### config.mk
export PLATFORM = sky130hd
export DESIGN_NAME = clk_meter
export DESIGN_NICKNAME = d
export VERILOG_FILES = /design/src/rtl/clk_meter.sv
export SDC_FILE = /design/constraint.sdc
export NUM_CORES = 1
export LEC_CHECK = 0
export CAP_MARGIN = 20
export CELL_PAD_IN_SITES_DETAIL_PLACEMENT = 0
export CELL_PAD_IN_SITES_GLOBAL_PLACEMENT = 1
export CORE_MARGIN = 1
export CORE_UTILIZATION = 41
export CTS_CLUSTER_DIAMETER = 30
export DETAILED_ROUTE_END_ITERATION = 8
export PLACE_DENSITY = 0.79
export REMOVE_ABC_BUFFERS = 1
export SETUP_SLACK_MARGIN = 0.05
export SLEW_MARGIN = 5
export SYNTH_ARGS = -nofsm -noshare
export SYNTH_HDL_FRONTEND = slang
export SYNTH_SLANG_ARGS = --single-unit
### constraint.sdc
create_clock -name clk_50MHz -period 2.5 [get_ports clk_50MHz]
set_clock_uncertainty 0.1 [all_clocks]
set_input_delay 0.5 -clock clk_50MHz [delete_from_list [all_inputs] [get_ports clk_50MHz]]
set_output_delay 0.5 -clock clk_50MHz [all_outputs]
set_load 0.05 [all_outputs]
### src/rtl/clk_meter.sv
// clk_meter: gated rising-edge counter for one divided clock.
// Reports edges per window against the 50 MHz system clock, with range check.
module clk_meter #(
    parameter int GATE_CYCLES = 50000,
    parameter int CNT_W       = 16,
    parameter int EXP_MIN     = 990,
    parameter int EXP_MAX     = 1010
) (
    input  logic             clk_50MHz,
    input  logic             rst_n,
    input  logic             sig_in,
    input  logic             enable,
    output logic [CNT_W-1:0] count,
    output logic             count_valid,
    output logic             in_range,
    output logic             overflow,
    output logic             busy
);

    localparam int GW = (GATE_CYCLES > 1) ? $clog2(GATE_CYCLES) : 1;
    localparam logic [GW-1:0]    GATE_LAST = GW'(GATE_CYCLES - 1);
    localparam logic [CNT_W-1:0] CNT_MAX   = '1;
    localparam logic [31:0]      LIM_LO    = 32'(EXP_MIN);
    localparam logic [31:0]      LIM_HI    = 32'(EXP_MAX);

    typedef enum logic [1:0] {
        ST_INIT,
        ST_IDLE,
        ST_GATE,
        ST_REPORT
    } state_t;

    state_t           state;
    logic             s1, s2, s3;
    logic             rise;
    logic [1:0]       init_cnt;
    logic [GW-1:0]    gate_cnt;
    logic [CNT_W-1:0] edge_cnt;
    logic             ovf;

    logic [CNT_W-1:0] cnt_nxt;
    logic             ovf_nxt;
    logic             range_nxt;
    logic [31:0]      cnt_ext;

    always_ff @(posedge clk_50MHz or negedge rst_n) begin
        if (!rst_n) begin
            s1 <= 1'b0;
            s2 <= 1'b0;
            s3 <= 1'b0;
        end else begin
            s1 <= sig_in;
            s2 <= s1;
            s3 <= s2;
        end
    end

    assign rise = s2 & ~s3;

    // Next window values include the edge seen in the final gate cycle.
    always_comb begin
        cnt_nxt = edge_cnt;
        ovf_nxt = ovf;
        if (rise) begin
            if (edge_cnt == CNT_MAX) ovf_nxt = 1'b1;
            else                     cnt_nxt = edge_cnt + CNT_W'(1);
        end
        cnt_ext   = 32'(cnt_nxt);
        range_nxt = !ovf_nxt && (cnt_ext >= LIM_LO) && (cnt_ext <= LIM_HI);
    end

    always_ff @(posedge clk_50MHz or negedge rst_n) begin
        if (!rst_n) begin
            state       <= ST_INIT;
            init_cnt    <= 2'd0;
            gate_cnt    <= '0;
            edge_cnt    <= '0;
            ovf         <= 1'b0;
            count       <= '0;
            count_valid <= 1'b0;
            in_range    <= 1'b0;
            overflow    <= 1'b0;
            busy        <= 1'b0;
        end else begin
            count_valid <= 1'b0;
            unique case (state)
                ST_INIT: begin
                    if (init_cnt == 2'd2) state <= ST_IDLE;
                    else                  init_cnt <= init_cnt + 2'd1;
                end
                ST_IDLE: begin
                    if (enable) begin
                        gate_cnt <= '0;
                        edge_cnt <= '0;
                        ovf      <= 1'b0;
                        busy     <= 1'b1;
                        state    <= ST_GATE;
                    end
                end
                ST_GATE: begin
                    if (!enable) begin
                        busy  <= 1'b0;
                        state <= ST_IDLE;
                    end else begin
                        edge_cnt <= cnt_nxt;
                        ovf      <= ovf_nxt;
                        if (gate_cnt == GATE_LAST) begin
                            count       <= cnt_nxt;
                            overflow    <= ovf_nxt;
                            in_range    <= range_nxt;
                            count_valid <= 1'b1;
                            state       <= ST_REPORT;
                        end else begin
                            gate_cnt <= gate_cnt + GW'(1);
                        end
                    end
                end
                ST_REPORT: begin
                    // Rises here are dropped: a one-cycle dead time per window.
                    if (enable) begin
                        gate_cnt <= '0;
                        edge_cnt <= '0;
                        ovf      <= 1'b0;
                        state    <= ST_GATE;
                    end else begin
                        busy  <= 1'b0;
                        state <= ST_IDLE;
                    end
                end
                default: state <= ST_INIT;
            endcase
        end
    end

endmodule

**After elaboration in Yosys (flattened, before gate mapping)**

Cells that the tools add are included.

- $add $sub $neg: 3
- Magnitude comparators: 2
- Equal/unequal tests: 13
- Multiplexer cells: 25
- Bitwise logic cells: 3
- Reductions and logical operators: 14

Operators by type and width:

| operator | count |
|---|---|
| 2-to-1 mux 16 bit | 6 |
| one-hot mux 16 bit (2 select lines) | 2 |
| adder 16 x 1 -> 16 bit, second input constant | 2 |
| == test 16 bit, second input constant | 2 |
| greater-or-equal comparator 16 x 10 -> 1 bit, second input constant | 1 |
| <= comparator 16 x 10 -> 1 bit, second input constant | 1 |
| AND reduction 3 bit | 4 |
| 2-to-1 mux 2 bit | 5 |
| inequality test 2 bit, second input constant | 5 |
| 2-to-1 mux 1 bit | 9 |
| one-hot mux 2 bit (4 select lines) | 1 |
| == test 2 bit, second input constant | 3 |
| one-hot mux 1 bit (2 select lines) | 2 |
| AND reduction 4 bit | 1 |
| nonzero test 2 bit | 2 |
| OR reduction 2 bit | 2 |
| inequality test 3 bit, second input constant | 1 |
| adder 2 x 1 -> 2 bit, second input constant | 1 |
| == test 2 x 1 -> 1 bit, second input constant | 1 |
| logical AND 1 bit | 2 |
| zero test 2 bit | 1 |
| inequality test 2 x 1 -> 1 bit, second input constant | 1 |
| inverter 1 bit | 2 |
| AND reduction 2 bit | 1 |
| 2 further kinds | 2 |

- Flip-flop bits (word level): 60
- Input bits: 4
- Output and inout port bits: 20
- Logic and storage cells: 73

**Longest topological paths before layout**

Gate-level depths: netlist of run 1.

- Word-level depth: 6
- Depth in mapped cells: 9
- Depth with buffers taken out: 7

**Worst setup path after synthesis of run 1**

Ideal clock, no wire load.

- Kind: register -> register
- From: reg edge_cnt[1]
- To: reg in_range
- Library setup time: 0.095 ns
- Arrival: 2.257 ns
- Data required time: 2.305 ns
- Setup slack: 0.048 ns
- Cell stages (with the launch flop): 9
- Buffers on the path: 1
- Clock period less this slack: 2.452 ns
- Path through: dfrtp_1 -> ha_1 -> nand3_1 -> o41ai_2 -> buf_6 -> nor2_2 -> o221a_1 -> o41a_1 -> o31ai_1

- Cells in the longest elaborated chain, start to end: 6
- Elaborated cells between the ends (all ways): 11
- Those cells by class: add/sub (1); order compare (2); eq/ne (1); mux (4); reduce/logical (3)

Ends and longest elaborated chain:

| element | RTL line | text |
|---|---|---|
| start, declared | 38 | `logic [CNT_W-1:0] edge_cnt;` |
| start signal, assigned | 105 | `edge_cnt <= cnt_nxt;` |
| adder 16 x 1 -> 16 bit or == test 16 bit (tied branches) | 66, 65 |  |
| 2-to-1 mux 16 bit or 2-to-1 mux 1 bit (tied branches) | 65 | `if (edge_cnt == CNT_MAX) ovf_nxt = 1'b1;` |
| 2-to-1 mux 16 bit or 2-to-1 mux 1 bit (tied branches) | 64 | `if (rise) begin` |
| greater-or-equal comparator 16 x 10 -> 1 bit or zero test 1 bit (tied branches) | 69 | `range_nxt = !ovf_nxt && (cnt_ext >= LIM_LO) && (cnt_ext <= LIM_HI);` |
| logical AND 1 bit | 69 |  |
| logical AND 1 bit * | 69 |  |
| end signal, assigned | 110 | `in_range <= range_nxt;` |
| end, declared | 15 | `output logic in_range,` |

Every way passes the cells marked *; elsewhere a longest branch is shown, timed or not.
A chain may end at the register's enable or synchronous reset.

**Final worst setup path of run 1**

- From: reg edge_cnt[11]
- To: reg in_range

The elaborated chain is that of the path after synthesis.

==> impl_metrics.json, run 1 <==
{
  "ys_dominant_reg_cell": "dfrtp_1",
  "startpoint_type": "register",
  "grt_setup_unrepaired": "false",
  "clockBufferDepth": 2,
  "htreeDepth": 3,
  "vias_per_cell": 5.36,
  "power_density_nw_per_um2": 563,
  "rows": 31,
  "finalPower_mw": 2.24,
  "synth_edf_count": 0,
  "final_util_pct": 54.2,
  "crit_type": "reg -> reg",
  "place_inst": 475,
  "final_layout_size_suffix_gt1_share_pct": 17.4,
  "relSlewSlack_pct": 59.0,
  "wl_um": 7370,
  "grt_pass1_vias": 2445,
  "grt_max_degree": 36,
  "clock-sinks": 60,
  "r2r_setup_slack_ns": 0.16,
  "ys_warn_count": 0,
  "remaining_drc_errors": 0,
  "syn_area_per_cell_um2": 9.31,
  "p_sw_share_pct": 30.9,
  "path_cells": "nand4_4 -> o41ai_4 -> buf_6 -> buf_12 -> mux2i_1 -> o221a_1 -> o41a_1 -> o31ai_1",
  "synthTopCellsByArea": "dfrtp_1 (48%), nand2_1 (6.3%), o21ai_0 (5.2%), nor2_1 (3.3%), xnor2_1 (3.3%)",
  "place.port_buffers": 23,
  "combPwrFrac_pct": 18.7,
  "ctsHoldBuffers": 0,
  "clock_latency_ns": 0.35,
  "worstPathRequired_ns": 2.66,
  "pre_cts_ws_ns": -0.0242,
  "root_buffer": "clkbuf_8",
  "tns_ns": 0,
  "p_int_mw": 1.55,
  "syn-cell-area_um2": 3150,
  "antenna_found_initial": 0,
  "hpwlAfterDp_um": 5220,
  "finalHoldViolCount": 0,
  "dr.first_iter.drc_count": 151,
  "p_sw_mw": 0.692,
  "yosys.area.top_type_share_pct": 47.7,
  "setup_violations": 0,
  "area_growth_pct": 26.3,
  "outcome": "finished clean",
  "end_kind": "register",
  "peakVddDrop_v": 0.000444,
  "p_leak_nw": 1.67,
  "period_needed_ns": 2.34,
  "io_pins": 24,
  "die_h_um": 89.6,
  "wl_per_cell_um": 14.9,
  "grt.overflow.total": 0,
  "ys_seq_area_share_pct": 47.7,
  "dieArea_um2": 8030,
  "min_path_type": "in -> async",
  "yosysMostFrequentCell": "dfrtp_1",
  "maxCapViolations": 0,
  "core_area_um2": 7330,
  "nets": 400,
  "crit_buf_inv": 2,
  "synth_area_leader_cell": "dfrtp_1",
  "path_delay_family": "compound AO/OA/AOI/OAI gates",
  "place_congestion": 0.829,
  "yosys-top-cells-count": "dfrtp_1 (60), nand2_1 (53), o21ai_0 (33), nor2_1 (28)",
  "worstPathArrival_ns": 2.50,
  "pwr-share-seq_pct": 48.4,
  "whs_ns": 0.0548,
  "grt_pass1_wl_um": 11900,
  "clk_pin_slew_ns": 0.07,
  "cts_tree": "done",
  "max_freq_mhz": 427,
  "initial_core_util_pct": 42.9,
  "cts_buffers": 9,
  "final_antenna_net_count": 0,
  "place_area_um2": 3670,
  "maxSlewViolCount": 0,
  "cp_slowest_cell": "o41ai_4",
  "rr_startpoint": "edge_cnt[11]$_DFFE_PN0P_",
  "crit_path_max_incr_delay_ns": 0.45,
  "synthArstFlopShare_pct": 100,
  "final.period_utilization_pct": 93.6,
  "fin_ws_ns": 0.160,
  "via_count": 2660,
  "postSynthCellCount": 338,
  "stdcell_area_um2": 3980,
  "fin_cells": 496,
  "synthDistinctLibCells": 56,
  "cp_max_fo": 7,
  "antenna_cells": 0,
  "drt_pass1_iterations": 4,
  "worstSetupStartpoint": "edge_cnt[11]$_DFFE_PN0P_",
  "ys_seq_elements": 60,
  "worstMarginPinSlew_ns": 0.614,
  "die_w_um": 89.6,
  "grt_usage_pct": 20.1,
  "clkPwrFrac_pct": 32.9
}
power groups by stage:
stage          clock network, mW  registers [mW]  logic [mW]
2_1_floorplan                  0            1.11       0.203
3_3_place_gp                   0            1.09       0.376
3_5_place_dp                   0            1.09       0.387
4_1_cts                    0.765            1.08       0.388
5_1_grt                    0.801            1.09       0.456
6_report                   0.736            1.08       0.418
kinds of logic after synthesis:
family | after synthesis | synth area share [%]
muxes | 4 | 1.31
adders and majority gates | 3 | 1.19
xor gates and xnor gates | 22 | 6.12
and+or+nand+nor | 150 | 24.7
buffers and inverters | 24 | 3.34
DFF | 60 | 47.7
AOI/OAI and AO/OA | 75 | 15.6
cell usage in the layout (no fill, tap or decap), drive strengths merged, types with 2 or more instances in the layout:
master,count
nand3,12
a31oi,2
a2111oi,3
nor2,29
a21oi,9
clkbuf,10
or4bb,2
nand3b,4
or4,2
o41a,2
nor3,7
nand2b,2
ha,3
clkdlybuf4s50,22
inv,8
nand2,53
dfrtp,60
a22o,2
o31ai,6
nor4,6
a211oi,3
o31a,2
or2,3
nand4,11
and4,3
xnor2,12
and2,5
a21o,2
mux2i,3
buf,38
and3,3
nor2b,4
o2111ai,2
o21ai,34
clkinv,3
xor2,10
clkinvlp,2
metal layers:
metal	part of all wire (%)	track usage, %	routed length (µm)	vias to the layer above
li1	-	-	-	1317
met1	47	27.0	3490	1274
met2	47	31.0	3460	54
met3	3.5	4.66	255	15
met4	2.3	8.80	167	0
met5	0	0	0	-
registers in the layout, summed over array words and instances, names as in the netlist:
name	count
s3	1
ovf	1
s1	1
state	2
s2	1
gate_cnt	16
count_valid	1
in_range	1
overflow	1
count	16
busy	1
init_cnt	2
edge_cnt	16
worst paths after layout:
check | to | depth (start not counted)
worst max-delay path | in_range$_DFFE_PN0P_ | 8
worst min-delay path | edge_cnt[5]$_DFFE_PN0P_ | 1
worst max register to register | in_range$_DFFE_PN0P_ | 8
worst min register to register | s2$_DFF_PN0_ | 0
max in group asynchronous | gate_cnt[15]$_DFFE_PN0P_ | 2
min in group clk_50MHz | s2$_DFF_PN0_ | 0
final cells by class:
cell class,count,area [µm²]
tap,99,124
multi-input combinational,254,1630
inverter,8,30.0
timing repair buffer,60,529
sequential,60,1500
clock inverter,5,30.0
fill,663,3350
clock buffer,10,128
timing repair:
| item | in CTS | in global routing |
|---|---|---|
| buffers inserted | 0 | 5 |
| setup endpoints to repair | 1 | 4 |
| gates resized for setup | 2 | 15 |
| endpoints found under the hold margin | 0 | 0 |
| pin swaps | 1 | 7 |
| cloned | 0 | 1 |
No activity file was read; power rests on OpenSTA's default activity.
==> run 2: changes to the inputs <==
- PLACE_DENSITY: 0.79 -> 0.82
==> run 2 against run 1 <==
Register-to-register slack about the same. Core utilization decreased by 1.5 points. Non-clock buffer count decreased by 4. Clock-buffer cell count increased by 2. Worst hold slack got worse by 0.0038 ns. Combinational power decreased by 11%. Routed wire length decreased by 3.7%. Maximum frequency increased by 0.25%. Final area decreased by 2.8%. First-iteration DRC count increased by 26%. Largest cell class unchanged.
==> impl_metrics.json, run 2 (same netlist as run 1, synthesis figures left out) <==
{
  "outcome": "finished clean",
  "clock-sinks": 60,
  "rr_startpoint": "edge_cnt[10]$_DFFE_PN0P_",
  "drt_pass1_iterations": 4,
  "nets": 396,
  "hpwlAfterDp_um": 5120,
  "htreeDepth": 3,
  "via_count": 2607,
  "ctsHoldBuffers": 0,
  "root_buffer": "clkbuf_8",
  "startpoint_type": "register",
  "final_layout_size_suffix_gt1_share_pct": 14.8,
  "cts_buffers": 9,
  "final_antenna_net_count": 0,
  "fin_cells": 491,
  "end_kind": "register",
  "core_area_um2": 7330,
  "remaining_drc_errors": 0,
  "antenna_found_initial": 0,
  "final_cell_mix": "dfrtp_1 (60), nand2_1 (53), o21ai_0 (33), buf_4 (33), nor2_1 (28)",
  "reg2reg_depth": 7,
  "rows": 31,
  "finalHoldViolCount": 0,
  "grt_pass1_vias": 2511,
  "grt_pass1_wl_um": 11700,
  "clk_pin_slew_ns": 0.07,
  "grt_setup_unrepaired": "true",
  "fin_ws_ns": 0.166,
  "crit_buf_inv": 1,
  "max_freq_mhz": 428,
  "place_congestion": 0.852,
  "power_density_nw_per_um2": 579,
  "reg_top3": "count x16, edge_cnt x16, gate_cnt x16",
  "crit_path_max_incr_delay_ns": 0.43,
  "wl_per_cell_um": 14.5,
  "grt_max_degree": 36,
  "initial_core_util_pct": 42.9,
  "vias_per_cell": 5.31,
  "maxSlewViolCount": 0,
  "dieArea_um2": 8030,
  "path_delay_family": "compound AO/OA/AOI/OAI gates",
  "antenna_cells": 0,
  "place_inst": 477,
  "cp_slowest_cell": "dfrtp_1",
  "r2r_setup_slack_ns": 0.17,
  "die_w_um": 89.6,
  "p_leak_nw": 1.65,
  "period_needed_ns": 2.33,
  "min_path_type": "in -> async",
  "die_h_um": 89.6,
  "wl_um": 7100,
  "setup_violations": 0,
  "final_common_cell": "dfrtp_1",
  "ctsResizeCount": 1,
  "grt_usage_pct": 19.4,
  "cts_tree": "done",
  "tns_ns": 0,
  "clockBufferDepth": 2,
  "place.port_buffers": 23,
  "r2r_end": "in_range$_DFFE_PN0P_",
  "worstPathArrival_ns": 2.49,
  "post_cts_buffers": 0,
  "relSlewSlack_pct": 60.6,
  "crit_type": "reg -> reg",
  "path_cells": "nand4_2 -> buf_4 -> or3_1 -> o32a_1 -> a2111oi_2 -> nand4_1 -> o31ai_1",
  "worstMarginPinSlew_ns": 0.592,
  "final.period_utilization_pct": 93.4,
  "worstPathRequired_ns": 2.65,
  "io_pins": 24,
  "grt.overflow.total": 0,
  "area_growth_pct": 22.8,
  "clock_latency_ns": 0.34,
  "peakVddDrop_v": 0.000290,
  "cp_max_fo": 6,
  "maxCapViolations": 0,
  "dr.first_iter.drc_count": 191,
  "pre_cts_ws_ns": -0.0139
}
-- run 2: final cells by class --
cell class              instances  area [µm²]
inverters                       8        30.0
fillers                       674        3470
clock buffers                  12         165
repair buffers                 56         473
well taps                      99         124
clock inverters                 2        10.0
multi-input cells             254        1560
flip-flops and latches         60        1500
-- run 2: how the worst max path moves through the flow --
stage / from / endpoint / depth (start not counted)
3_5_place_dp: edge_cnt[0]$_DFFE_PN0P_ / in_range$_DFFE_PN0P_ / 8
2_1_floorplan: edge_cnt[0]$_DFFE_PN0P_ / in_range$_DFFE_PN0P_ / 7
3_3_place_gp: enable / gate_cnt[12]$_DFFE_PN0P_ / 7
5_1_grt: edge_cnt[0]$_DFFE_PN0P_ / in_range$_DFFE_PN0P_ / 8
6_report: edge_cnt[10]$_DFFE_PN0P_ / in_range$_DFFE_PN0P_ / 7
4_1_cts: edge_cnt[0]$_DFFE_PN0P_ / in_range$_DFFE_PN0P_ / 8
-- run 2: routing by layer --
| metal | track usage (%) | vias to the layer above | share of wire (%) |
|---|---|---|---|
| li1 | - | 1310 | - |
| met1 | 25.7 | 1246 | 48 |
| met2 | 31.7 | 41 | 48 |
| met3 | 3.02 | 10 | 2.9 |
| met4 | 8.23 | 0 | 1.6 |
| met5 | 0 | - | 0 |
-- run 2: power breakdown --
group | internal [mW] | leakage, nW | total, mW | switching, mW
registers | 1.03 | 0.819 | 1.07 | 0.0421
logic | 0.135 | 0.733 | 0.374 | 0.239
clock network | 0.426 | 0.0941 | 0.791 | 0.364
-- run 2: worst reg2reg max path, cell delays in order, from the launching register on --
cell and delay, ns:
dfrtp_1 0.43, nand4_2 0.17, buf_4 0.19, or3_1 0.39, o32a_1 0.35, a2111oi_2 0.24
nand4_1 0.18, o31ai_1 0.21
-- run 2: through the flow --
step	hold slack [ns]	total power, mW	instance area [µm²]	util (%)
after floorplan	0.104	1.32	3070	-
after global placement	0.255	1.46	3670	50.1
after detailed placement	0.256	1.46	3670	50.1
after CTS	0.0571	2.27	3850	52.5
after global routing	0.0887	2.35	3860	52.7
final	0.0510	2.24	3860	52.7
==> run 3: changes to the inputs <==
--- a/config.mk
+++ b/config.mk
@@ -12,4 +12,5 @@
 export CORE_UTILIZATION = 41
 export CTS_CLUSTER_DIAMETER = 30
+export CTS_CLUSTER_SIZE = 28
 export DETAILED_ROUTE_END_ITERATION = 8
 export PLACE_DENSITY = 0.82
--- a/constraint.sdc
+++ b/constraint.sdc
@@ -3,3 +3,3 @@
 set_input_delay 0.5 -clock clk_50MHz [delete_from_list [all_inputs] [get_ports clk_50MHz]]
 set_output_delay 0.5 -clock clk_50MHz [all_outputs]
-set_load 0.05 [all_outputs]
+set_load 0.02 [all_outputs]
==> results of run 3 <==
The final DEF is identical to that of run 2. Status: finished clean.
Main changes from that run: total power 2.24 mW -> 2.22 mW; worst IR drop on VDD 0.000290 V -> 0.000289 V
